**config.mk**
```make
export PLATFORM = sky130hd
export DESIGN_NAME = register_file_nw_multi_port_read_ff_flat
export DESIGN_NICKNAME = d
export VERILOG_FILES = /design/src/rtl/register_file_nw_multi_port_read_ff_if.sv /design/src/rtl/register_file_nw_multi_port_read_ff.sv /design/src/flat_wrapper.sv
export SDC_FILE = /design/constraint.sdc
export NUM_CORES = 2
export LEC_CHECK = 0
export CAP_MARGIN = 20
export CORE_AREA = 2 2 415 417
export CTS_CLUSTER_DIAMETER = 80
export DETAILED_ROUTE_END_ITERATION = 7
export DIE_AREA = 0 0 417 419
export PLACE_DENSITY = 0.63
export SYNTH_ARGS = -nofsm -noshare
export SYNTH_HDL_FRONTEND = slang
export SYNTH_SLANG_ARGS = --single-unit
```
**constraint.sdc**
```tcl
create_clock -name clk -period 4.2 [get_ports clk]
set_clock_uncertainty 0.2 [all_clocks]
set_input_delay 1.05 -clock clk [delete_from_list [all_inputs] [get_ports clk]]
set_output_delay 1.05 -clock clk [all_outputs]
set_load 0.03 [all_outputs]
```
**src/rtl/register_file_nw_multi_port_read_ff_if.sv**
```systemverilog
// Port bundle for the multi-port flip-flop register file.
// The master drives read and write requests. The slave (the register file) returns read data and valid bits.
interface register_file_nw_multi_port_read_ff_if #(
    parameter int ADDR_WIDTH = 5,
    parameter int DATA_WIDTH = 32,
    parameter int N_READ     = 2,
    parameter int N_WRITE    = 2,
    parameter int BE_WIDTH   = DATA_WIDTH / 8
);
    logic [N_READ-1:0]             ReadEnable;
    logic [N_READ*ADDR_WIDTH-1:0]  ReadAddr;
    logic [N_READ*DATA_WIDTH-1:0]  ReadData;
    logic [N_READ-1:0]             ReadValid;

    logic [N_WRITE-1:0]            WriteEnable;
    logic [N_WRITE*ADDR_WIDTH-1:0] WriteAddr;
    logic [N_WRITE*BE_WIDTH-1:0]   WriteBE;
    logic [N_WRITE*DATA_WIDTH-1:0] WriteData;

    modport master (
        output ReadEnable, ReadAddr, WriteEnable, WriteAddr, WriteBE, WriteData,
        input  ReadData, ReadValid
    );

    modport slave (
        input  ReadEnable, ReadAddr, WriteEnable, WriteAddr, WriteBE, WriteData,
        output ReadData, ReadValid
    );
endinterface

```
**src/rtl/register_file_nw_multi_port_read_ff.sv**
```systemverilog
// Flip-flop register file with N_WRITE byte-enabled write ports, N_READ read ports, per-entry valid bits and flush.
// Write ports with a higher index win. READ_MODE selects between address-follows-array and snapshot-with-bypass reads.
module register_file_nw_multi_port_read_ff #(
    parameter int ADDR_WIDTH = 5,
    parameter int DATA_WIDTH = 32,
    parameter int N_READ     = 2,
    parameter int N_WRITE    = 2,
    parameter int READ_MODE  = 0,
    localparam int BE_WIDTH  = DATA_WIDTH / 8
) (
    input  logic clk,
    input  logic rst_n,
    input  logic test_en_i,
    input  logic flush_i,
    register_file_nw_multi_port_read_ff_if.slave bus,
    output logic collision_o
);

    localparam int NUM_WORDS = 2 ** ADDR_WIDTH;

    logic unused_test_en;
    assign unused_test_en = test_en_i;

    logic [ADDR_WIDTH-1:0] raddr_in [N_READ];
    logic [ADDR_WIDTH-1:0] waddr    [N_WRITE];
    logic [BE_WIDTH-1:0]   wbe      [N_WRITE];
    logic [DATA_WIDTH-1:0] wdata    [N_WRITE];

    for (genvar z = 0; z < N_READ; z++) begin : g_rd_unpack
        assign raddr_in[z] = bus.ReadAddr[z*ADDR_WIDTH +: ADDR_WIDTH];
    end

    for (genvar p = 0; p < N_WRITE; p++) begin : g_wr_unpack
        assign waddr[p] = bus.WriteAddr[p*ADDR_WIDTH +: ADDR_WIDTH];
        assign wbe[p]   = bus.WriteBE[p*BE_WIDTH +: BE_WIDTH];
        assign wdata[p] = bus.WriteData[p*DATA_WIDTH +: DATA_WIDTH];
    end

    logic [DATA_WIDTH-1:0] mem_q [NUM_WORDS];
    logic [DATA_WIDTH-1:0] mem_d [NUM_WORDS];
    logic [NUM_WORDS-1:0]  valid_q;
    logic [NUM_WORDS-1:0]  valid_d;
    logic                  collision_q;
    logic                  collision_d;

    // Ports are applied in ascending order, so a later (higher) port overwrites the bytes it enables.
    // An enabled port marks its entry valid even with all byte enables low.
    always_comb begin
        mem_d   = mem_q;
        valid_d = valid_q;
        for (int p = 0; p < N_WRITE; p++) begin
            if (bus.WriteEnable[p]) begin
                valid_d[waddr[p]] = 1'b1;
                for (int b = 0; b < BE_WIDTH; b++) begin
                    if (wbe[p][b]) begin
                        mem_d[waddr[p]][8*b +: 8] = wdata[p][8*b +: 8];
                    end
                end
            end
        end
        if (flush_i) begin
            valid_d = '0;
        end
    end

    always_comb begin
        collision_d = 1'b0;
        for (int p = 0; p < N_WRITE; p++) begin
            for (int q = p + 1; q < N_WRITE; q++) begin
                if (bus.WriteEnable[p] && bus.WriteEnable[q] && (waddr[p] == waddr[q])) begin
                    collision_d = 1'b1;
                end
            end
        end
    end

    always_ff @(posedge clk or negedge rst_n) begin
        if (!rst_n) begin
            for (int w = 0; w < NUM_WORDS; w++) begin
                mem_q[w] <= '0;
            end
            valid_q     <= '0;
            collision_q <= 1'b0;
        end else begin
            mem_q       <= mem_d;
            valid_q     <= valid_d;
            collision_q <= collision_d;
        end
    end

    assign collision_o = collision_q;

    if (READ_MODE == 0) begin : g_mode_addr
        for (genvar z = 0; z < N_READ; z++) begin : g_port
            logic [ADDR_WIDTH-1:0] raddr_q;
            logic [ADDR_WIDTH-1:0] raddr_d;

            assign raddr_d = bus.ReadEnable[z] ? raddr_in[z] : raddr_q;

            always_ff @(posedge clk or negedge rst_n) begin
                if (!rst_n) begin
                    raddr_q <= '0;
                end else begin
                    raddr_q <= raddr_d;
                end
            end

            assign bus.ReadData[z*DATA_WIDTH +: DATA_WIDTH] = mem_q[raddr_q];
            assign bus.ReadValid[z]                         = valid_q[raddr_q];
        end
    end else begin : g_mode_snap
        for (genvar z = 0; z < N_READ; z++) begin : g_port
            logic [DATA_WIDTH-1:0] rdata_q;
            logic [DATA_WIDTH-1:0] rdata_d;
            logic                  rvalid_q;
            logic                  rvalid_d;

            // Sampling the next-state array bypasses same-cycle writes and flush into the snapshot.
            assign rdata_d  = bus.ReadEnable[z] ? mem_d[raddr_in[z]]   : rdata_q;
            assign rvalid_d = bus.ReadEnable[z] ? valid_d[raddr_in[z]] : rvalid_q;

            always_ff @(posedge clk or negedge rst_n) begin
                if (!rst_n) begin
                    rdata_q  <= '0;
                    rvalid_q <= 1'b0;
                end else begin
                    rdata_q  <= rdata_d;
                    rvalid_q <= rvalid_d;
                end
            end

            assign bus.ReadData[z*DATA_WIDTH +: DATA_WIDTH] = rdata_q;
            assign bus.ReadValid[z]                         = rvalid_q;
        end
    end

endmodule

```
**src/flat_wrapper.sv**
```systemverilog
// flat-port wrapper written by rule: the top's interface ports become plain ports
module register_file_nw_multi_port_read_ff_flat 
#(
    parameter int ADDR_WIDTH = 5,
    parameter int DATA_WIDTH = 32,
    parameter int N_READ     = 2,
    parameter int N_WRITE    = 2,
    parameter int READ_MODE  = 0,
    localparam int BE_WIDTH  = DATA_WIDTH / 8
)
  (clk, rst_n, test_en_i, flush_i, collision_o, bus_ReadEnable, bus_ReadAddr, bus_WriteEnable, bus_WriteAddr, bus_WriteBE, bus_WriteData, bus_ReadData, bus_ReadValid);
  register_file_nw_multi_port_read_ff_if #(.ADDR_WIDTH(ADDR_WIDTH), .DATA_WIDTH(DATA_WIDTH), .N_READ(N_READ), .N_WRITE(N_WRITE)) bus_i ();
  input  logic clk;
  input  logic rst_n;
  input  logic test_en_i;
  input  logic flush_i;
  output logic collision_o;
  input wire logic [$bits(bus_i.ReadEnable)-1:0] bus_ReadEnable;
  input wire logic [$bits(bus_i.ReadAddr)-1:0] bus_ReadAddr;
  input wire logic [$bits(bus_i.WriteEnable)-1:0] bus_WriteEnable;
  input wire logic [$bits(bus_i.WriteAddr)-1:0] bus_WriteAddr;
  input wire logic [$bits(bus_i.WriteBE)-1:0] bus_WriteBE;
  input wire logic [$bits(bus_i.WriteData)-1:0] bus_WriteData;
  output wire logic [$bits(bus_i.ReadData)-1:0] bus_ReadData;
  output wire logic [$bits(bus_i.ReadValid)-1:0] bus_ReadValid;
  assign bus_i.ReadEnable = bus_ReadEnable;
  assign bus_i.ReadAddr = bus_ReadAddr;
  assign bus_i.WriteEnable = bus_WriteEnable;
  assign bus_i.WriteAddr = bus_WriteAddr;
  assign bus_i.WriteBE = bus_WriteBE;
  assign bus_i.WriteData = bus_WriteData;
  assign bus_ReadData = bus_i.ReadData;
  assign bus_ReadValid = bus_i.ReadValid;
  register_file_nw_multi_port_read_ff #(.ADDR_WIDTH(ADDR_WIDTH), .DATA_WIDTH(DATA_WIDTH), .N_READ(N_READ), .N_WRITE(N_WRITE), .READ_MODE(READ_MODE)) u_core (.clk(clk), .rst_n(rst_n), .test_en_i(test_en_i), .flush_i(flush_i), .bus(bus_i), .collision_o(collision_o));
endmodule
```
Word level (Yosys, flattened, before mapping)

Cells that the tools add are included.

$lt $le $gt $ge: 12
Equality and inequality tests: 1
Multiplexer cells: 58
Bitwise logic cells: 6
Reduce and logical (&&, ||, !) cells: 6

Operator list:

| kind                                                              | count |
|---|---|
| two-way mux 1024 bit                                              | 16 |
| bitwise mux 1024 bit                                              | 8 |
| demux 32 bit (select 5 bit)                                       | 8 |
| binary-select mux 32 bit (select 5 bit)                           | 2 |
| two-way mux 32 bit                                                | 9 |
| bitwise OR 32 bit                                                 | 2 |
| two-way mux 24 bit                                                | 2 |
| two-way mux 16 bit                                                | 2 |
| greater-or-equal comparator 6 bit, second input constant          | 4 |
| less-than comparator 5 x 6 -> 1 bit, second input constant        | 4 |
| inverter 5 -> 6 bit                                               | 4 |
| two-way mux 8 bit                                                 | 2 |
| less-than comparator 6 x 1 -> 1 bit, second input constant        | 2 |
| binary-select mux 1 bit (select 5 bit)                            | 2 |
| demux 1 bit (select 5 bit)                                        | 2 |
| greater-or-equal comparator 5 x 1 -> 1 bit, second input constant | 2 |
| logical AND 1 bit                                                 | 6 |
| == test 5 bit                                                     | 1 |
| two-way mux 1 bit                                                 | 5 |

Bits in registers: 1067
Input bits: 100
Output and inout bits: 67
Logic and storage cells: 119

Longest topological paths before layout

Word-level depth: 29
Gate-level depth with buffers: 8
Gate-level depth less buffers: 5

Least setup slack after synthesis

Ideal clock, no wire load.

Path type: register to output
From: register u_core.g_mode_addr.g_port[1].raddr_q[1]
To: output port bus_ReadData[53]
Arrival time: 1.768 ns
Data required time: 2.950 ns
Slack: 1.182 ns
Cell stages (with the launch flop): 9
Buffers on the path: 4
Cells stage by stage: dfrtp_1 buf_2 buf_2 buf_2 buf_2 mux2i_1 nand2_1 nand3_1 nand3_1

Longest elaborated chain between the ends: 4

RTL lines:

| what                                                  | line                                       | text |
|---|---|---|
| start: declaration                                    | register_file_nw_multi_port_read_ff.sv:95  | `logic [ADDR_WIDTH-1:0] raddr_q;` |
| start signal: assignment                              | register_file_nw_multi_port_read_ff.sv:104 | `raddr_q <= raddr_d;` |
| inverter 5 -> 6 bit (not written as such)             | register_file_nw_multi_port_read_ff.sv:108 | `assign bus.ReadData[z*DATA_WIDTH +: DATA_WIDTH] = mem_q[raddr_q];` |
| binary-select mux 32 bit (select 5 bit)               | register_file_nw_multi_port_read_ff.sv:108 |  |
| two-way mux 32 bit (not written as such) (2 in a row) | register_file_nw_multi_port_read_ff.sv:108 |  |
| end: declaration                                      | flat_wrapper.sv:24                         | `output wire logic [$bits(bus_i.ReadData)-1:0] bus_ReadData;` |

Every way passes these cells. The select of a mux whose other input is x is not followed.

Final worst setup path

From: register u_core.g_mode_addr.g_port[1].raddr_q[0]
To: output port bus_ReadData[63]

Same word-level chain as after synthesis.

==> flow_metrics.env <==
export IMPL_cts_tree="yes"
export IMPL_syn_to_final_growth_pct=18.19
export IMPL_hold_path_class="in2async"
export IMPL_drtIter0Drc=6873
export IMPL_cts_buffer_depth=3
export IMPL_cts_root_buffer="clkbuf_16"
export IMPL_cp_depth=7
export IMPL_routed_via_density=6.083
export IMPL_final_setup_worst_slack_ps=-47.98
export IMPL_syn_area_mm2=0.06774
export IMPL_cts_htree_levels=3
export IMPL_maxCapViolCount=0
export IMPL_required_ps=2950
export IMPL_critical_path_arrival_ps=3000
export IMPL_grt_pass1_vias=58008
export IMPL_vias=59719
export IMPL_place_ws_ps=-103.6
export IMPL_final_cell_count_no_fill=9817
export IMPL_grt_start_max_net_pins=134
export IMPL_design_core_area_mm2=0.1706
export IMPL_drt_drc_violations_left=0
export IMPL_path_class="reg2out"
export IMPL_fp_dieW_um=417
export IMPL_cpMaxStageDelayCell="dfrtp_2"
export IMPL_synth_area_leaders="dfrtp_1 39%, mux2i_1 31%, a21oi_1 7.1%"
export IMPL_tightest_slew_ps=1235
export IMPL_path_delay_family="buffers and inverters"
export IMPL_grt_pass1_wl_mm=381.6
export IMPL_avgRoutedWirePerCell_um=26.65
export IMPL_clkLatencyLatePin_ps=750
export IMPL_p_leak_nw=42.01
export IMPL_n_fill_cell=15661
export IMPL_timing_fmax_ghz=0.2354
export IMPL_irDropWorstVdd_mv=0.3545
export IMPL_status="finished, violations left"
export IMPL_dpl_hpwl_mm=169.3
export IMPL_cts_made_buffers=116
export IMPL_ant_nets=0
export IMPL_grt_overflow=0
export IMPL_violations="negative setup slack"
export IMPL_slew_limit_headroom_pct=17.34
export IMPL_portBuffers=165
export IMPL_setup_violations=7
export IMPL_hold_violations=0
export IMPL_syn_num_nets=7470
export IMPL_drt_pass1_iterations=6
export IMPL_fin_crit_sh_pct=101.1
export IMPL_avgSynthCellArea_um2=9.191
export IMPL_rr_worst_depth=4
export IMPL_post_place_cells=9540
export IMPL_ys_warn_count=0
export IMPL_dieHeight_um=419
export IMPL_cp_start_kind="flip-flop"
export IMPL_rsz0062_at_grt="true"
export IMPL_ys_flop_type="dfrtp_1"
export IMPL_grt_usage_pct=28.85
export IMPL_synthDistinctLibCells=43
export IMPL_place_gp_congestion=0.9825
export IMPL_nNetsFinal=7581
export IMPL_crit_path_max_fanout=41
export IMPL_cp_num_buf_inv=3
export IMPL_wl_mm=261.6
export IMPL_powerDensity_mw_per_mm2=464.3
export IMPL_min_period_ps=4248
export IMPL_start_util_pct=39.71
export IMPL_num_rows=152
export IMPL_die_area_mm2=0.1747
export IMPL_slowest_delay_ps=460
export IMPL_synth_seq_cells=1067
export IMPL_yosysTopAreaCell="dfrtp_1"
export IMPL_ios=167
export IMPL_tns_ps=-133.0
export IMPL_synth_cells=7370
export IMPL_drive_gt1_share_pct=12.45
export IMPL_async_flop_share_pct=100.0
export IMPL_endpoint_kind="output pin"
export IMPL_cts_reportedPaths_clkPinSlew_ps=60
export IMPL_cts_hold_buf=0
export IMPL_synth_edff_count=0
export IMPL_crit_chain="and2_4 -> buf_16 -> buf_8 -> a21oi_1 -> a31oi_2 -> nand3_1 -> buf_4"
export IMPL_numClockSinks=1067
export IMPL_maxSlewViolCount=0
export IMPL_yosysTopAreaCellShare_pct=39.42
export IMPL_yosysSeqAreaShare_pct=39.42
export IMPL_antenna_found_initial=3
layer usage:
metal  GRT usage (%)  routed length (µm)
met4           17.31               16610
met1           37.37              104700
met5               0                   0
met3           4.787               22070
met2           45.28              118300
power breakdown:
part,leakage (nW),internal [mW],switching (mW)
logic,26.7,5.07,5.89
registers,13.3,12.8,2.23
clock network,2.03,6.67,4.51
cell families after synthesis:
family | Yosys count | share of synthesized area (%)
flip-flops | 1067 | 39.42
XOR/XNOR | 5 | 0.06464
buffers and inverters | 652 | 3.964
AND/OR/NAND/NOR | 1918 | 11.89
AO/OA/AOI/OAI | 1638 | 13.77
multiplexers | 2090 | 30.90
what timing repair did:
item	in CTS	in global routing
pin swaps	16	8
buffers inserted	22	14
gates cloned	13	6
gates resized for setup	163	29
endpoints found under the setup margin	66	32
flip-flops by register name, summed over array words and instances, names as in the netlist:
name	flops
u_core.valid_q	32
u_core.g_mode_addr.g_port.raddr_q	10
u_core.collision_o	1
u_core.mem_q	1024
cell usage after synthesis, types with 17 or more instances:
master,count
o21ai_0,177
clkbuf_1,445
mux2i_1,2080
nand2_1,643
a22o_1,132
buf_2,174
nand3_1,213
dfrtp_1,1067
a21oi_1,966
o21ai_1,79
a211oi_1,17
nor2_1,869
a31oi_1,66
nor3_1,91
buf_1,28
a22oi_1,198
nand4_1,25
worst reg2reg max path: cells and delay by family (launching register included):
kind                   cells  cell delay [ps]
buffers and inverters      3              550
muxes                      1              320
DFF                        1              490
worst paths after layout:
check | slack (ps) | startpoint | to
setup / recovery | -50 | u_core.g_mode_addr.g_port[1].raddr_q[0] | bus_ReadData[63]
hold / removal | 110 | rst_n | u_core.mem_q[747]
setup reg to reg | 2530 | u_core.g_mode_addr.g_port[0].raddr_q[0] | u_core.g_mode_addr.g_port[0].raddr_q[0]
hold reg to reg | 330 | u_core.valid_q[4] | u_core.valid_q[4]
max in group asynchronous | 2470 | rst_n | u_core.mem_q[675]
min in group clk | 330 | u_core.valid_q[4] | u_core.valid_q[4]
layout make-up:
| class | count | area [µm²] | share of cell area [%] |
|---|---|---|---|
| multi-input combinational | 5651 | 39230 | 49.00 |
| sequential | 1067 | 26710 | 33.37 |
| timing repair buffer | 645 | 7203 | 8.997 |
| clock buffer | 170 | 3430 | 4.284 |
| tap | 2233 | 2794 | 3.490 |
| clock inverter | 47 | 679.4 | 0.8486 |
| antenna | 4 | 10.01 | 0.01250 |
stage by stage:
step	hold WS [ps]	power [mW]	utilization [%]	instance area, µm²
6_report	114.4	37.17	46.93	80060
4_1_cts	96.21	36.91	46.67	79620
3_3_place_gp	307.1	24.88	43.34	73930
3_5_place_dp	322.4	25.36	43.35	73950
5_1_grt	135.2	38.73	46.93	80060
2_1_floorplan	286.3	21.48	-	67740
cells in the final DEF (no fill, tap or decap), drive strengths merged, types with 10 or more instances in the layout:
cell type | Yosys | final
nor2 | 875 | 875
mux2 | 10 | 10
clkdlybuf4s50 | 0 | 98
clkinv | 0 | 25
clkbuf | 446 | 176
bufinv | 0 | 17
nand2 | 659 | 659
o21ai | 256 | 256
a22oi | 198 | 198
nand4 | 25 | 25
a31oi | 66 | 66
nor3 | 99 | 99
mux2i | 2080 | 2080
a21oi | 966 | 966
a211oi | 17 | 17
nand2b | 10 | 10
nand3 | 213 | 213
buf | 206 | 533
a22o | 132 | 132
dfrtp | 1067 | 1067
Power figures use the tool's default switching activity.
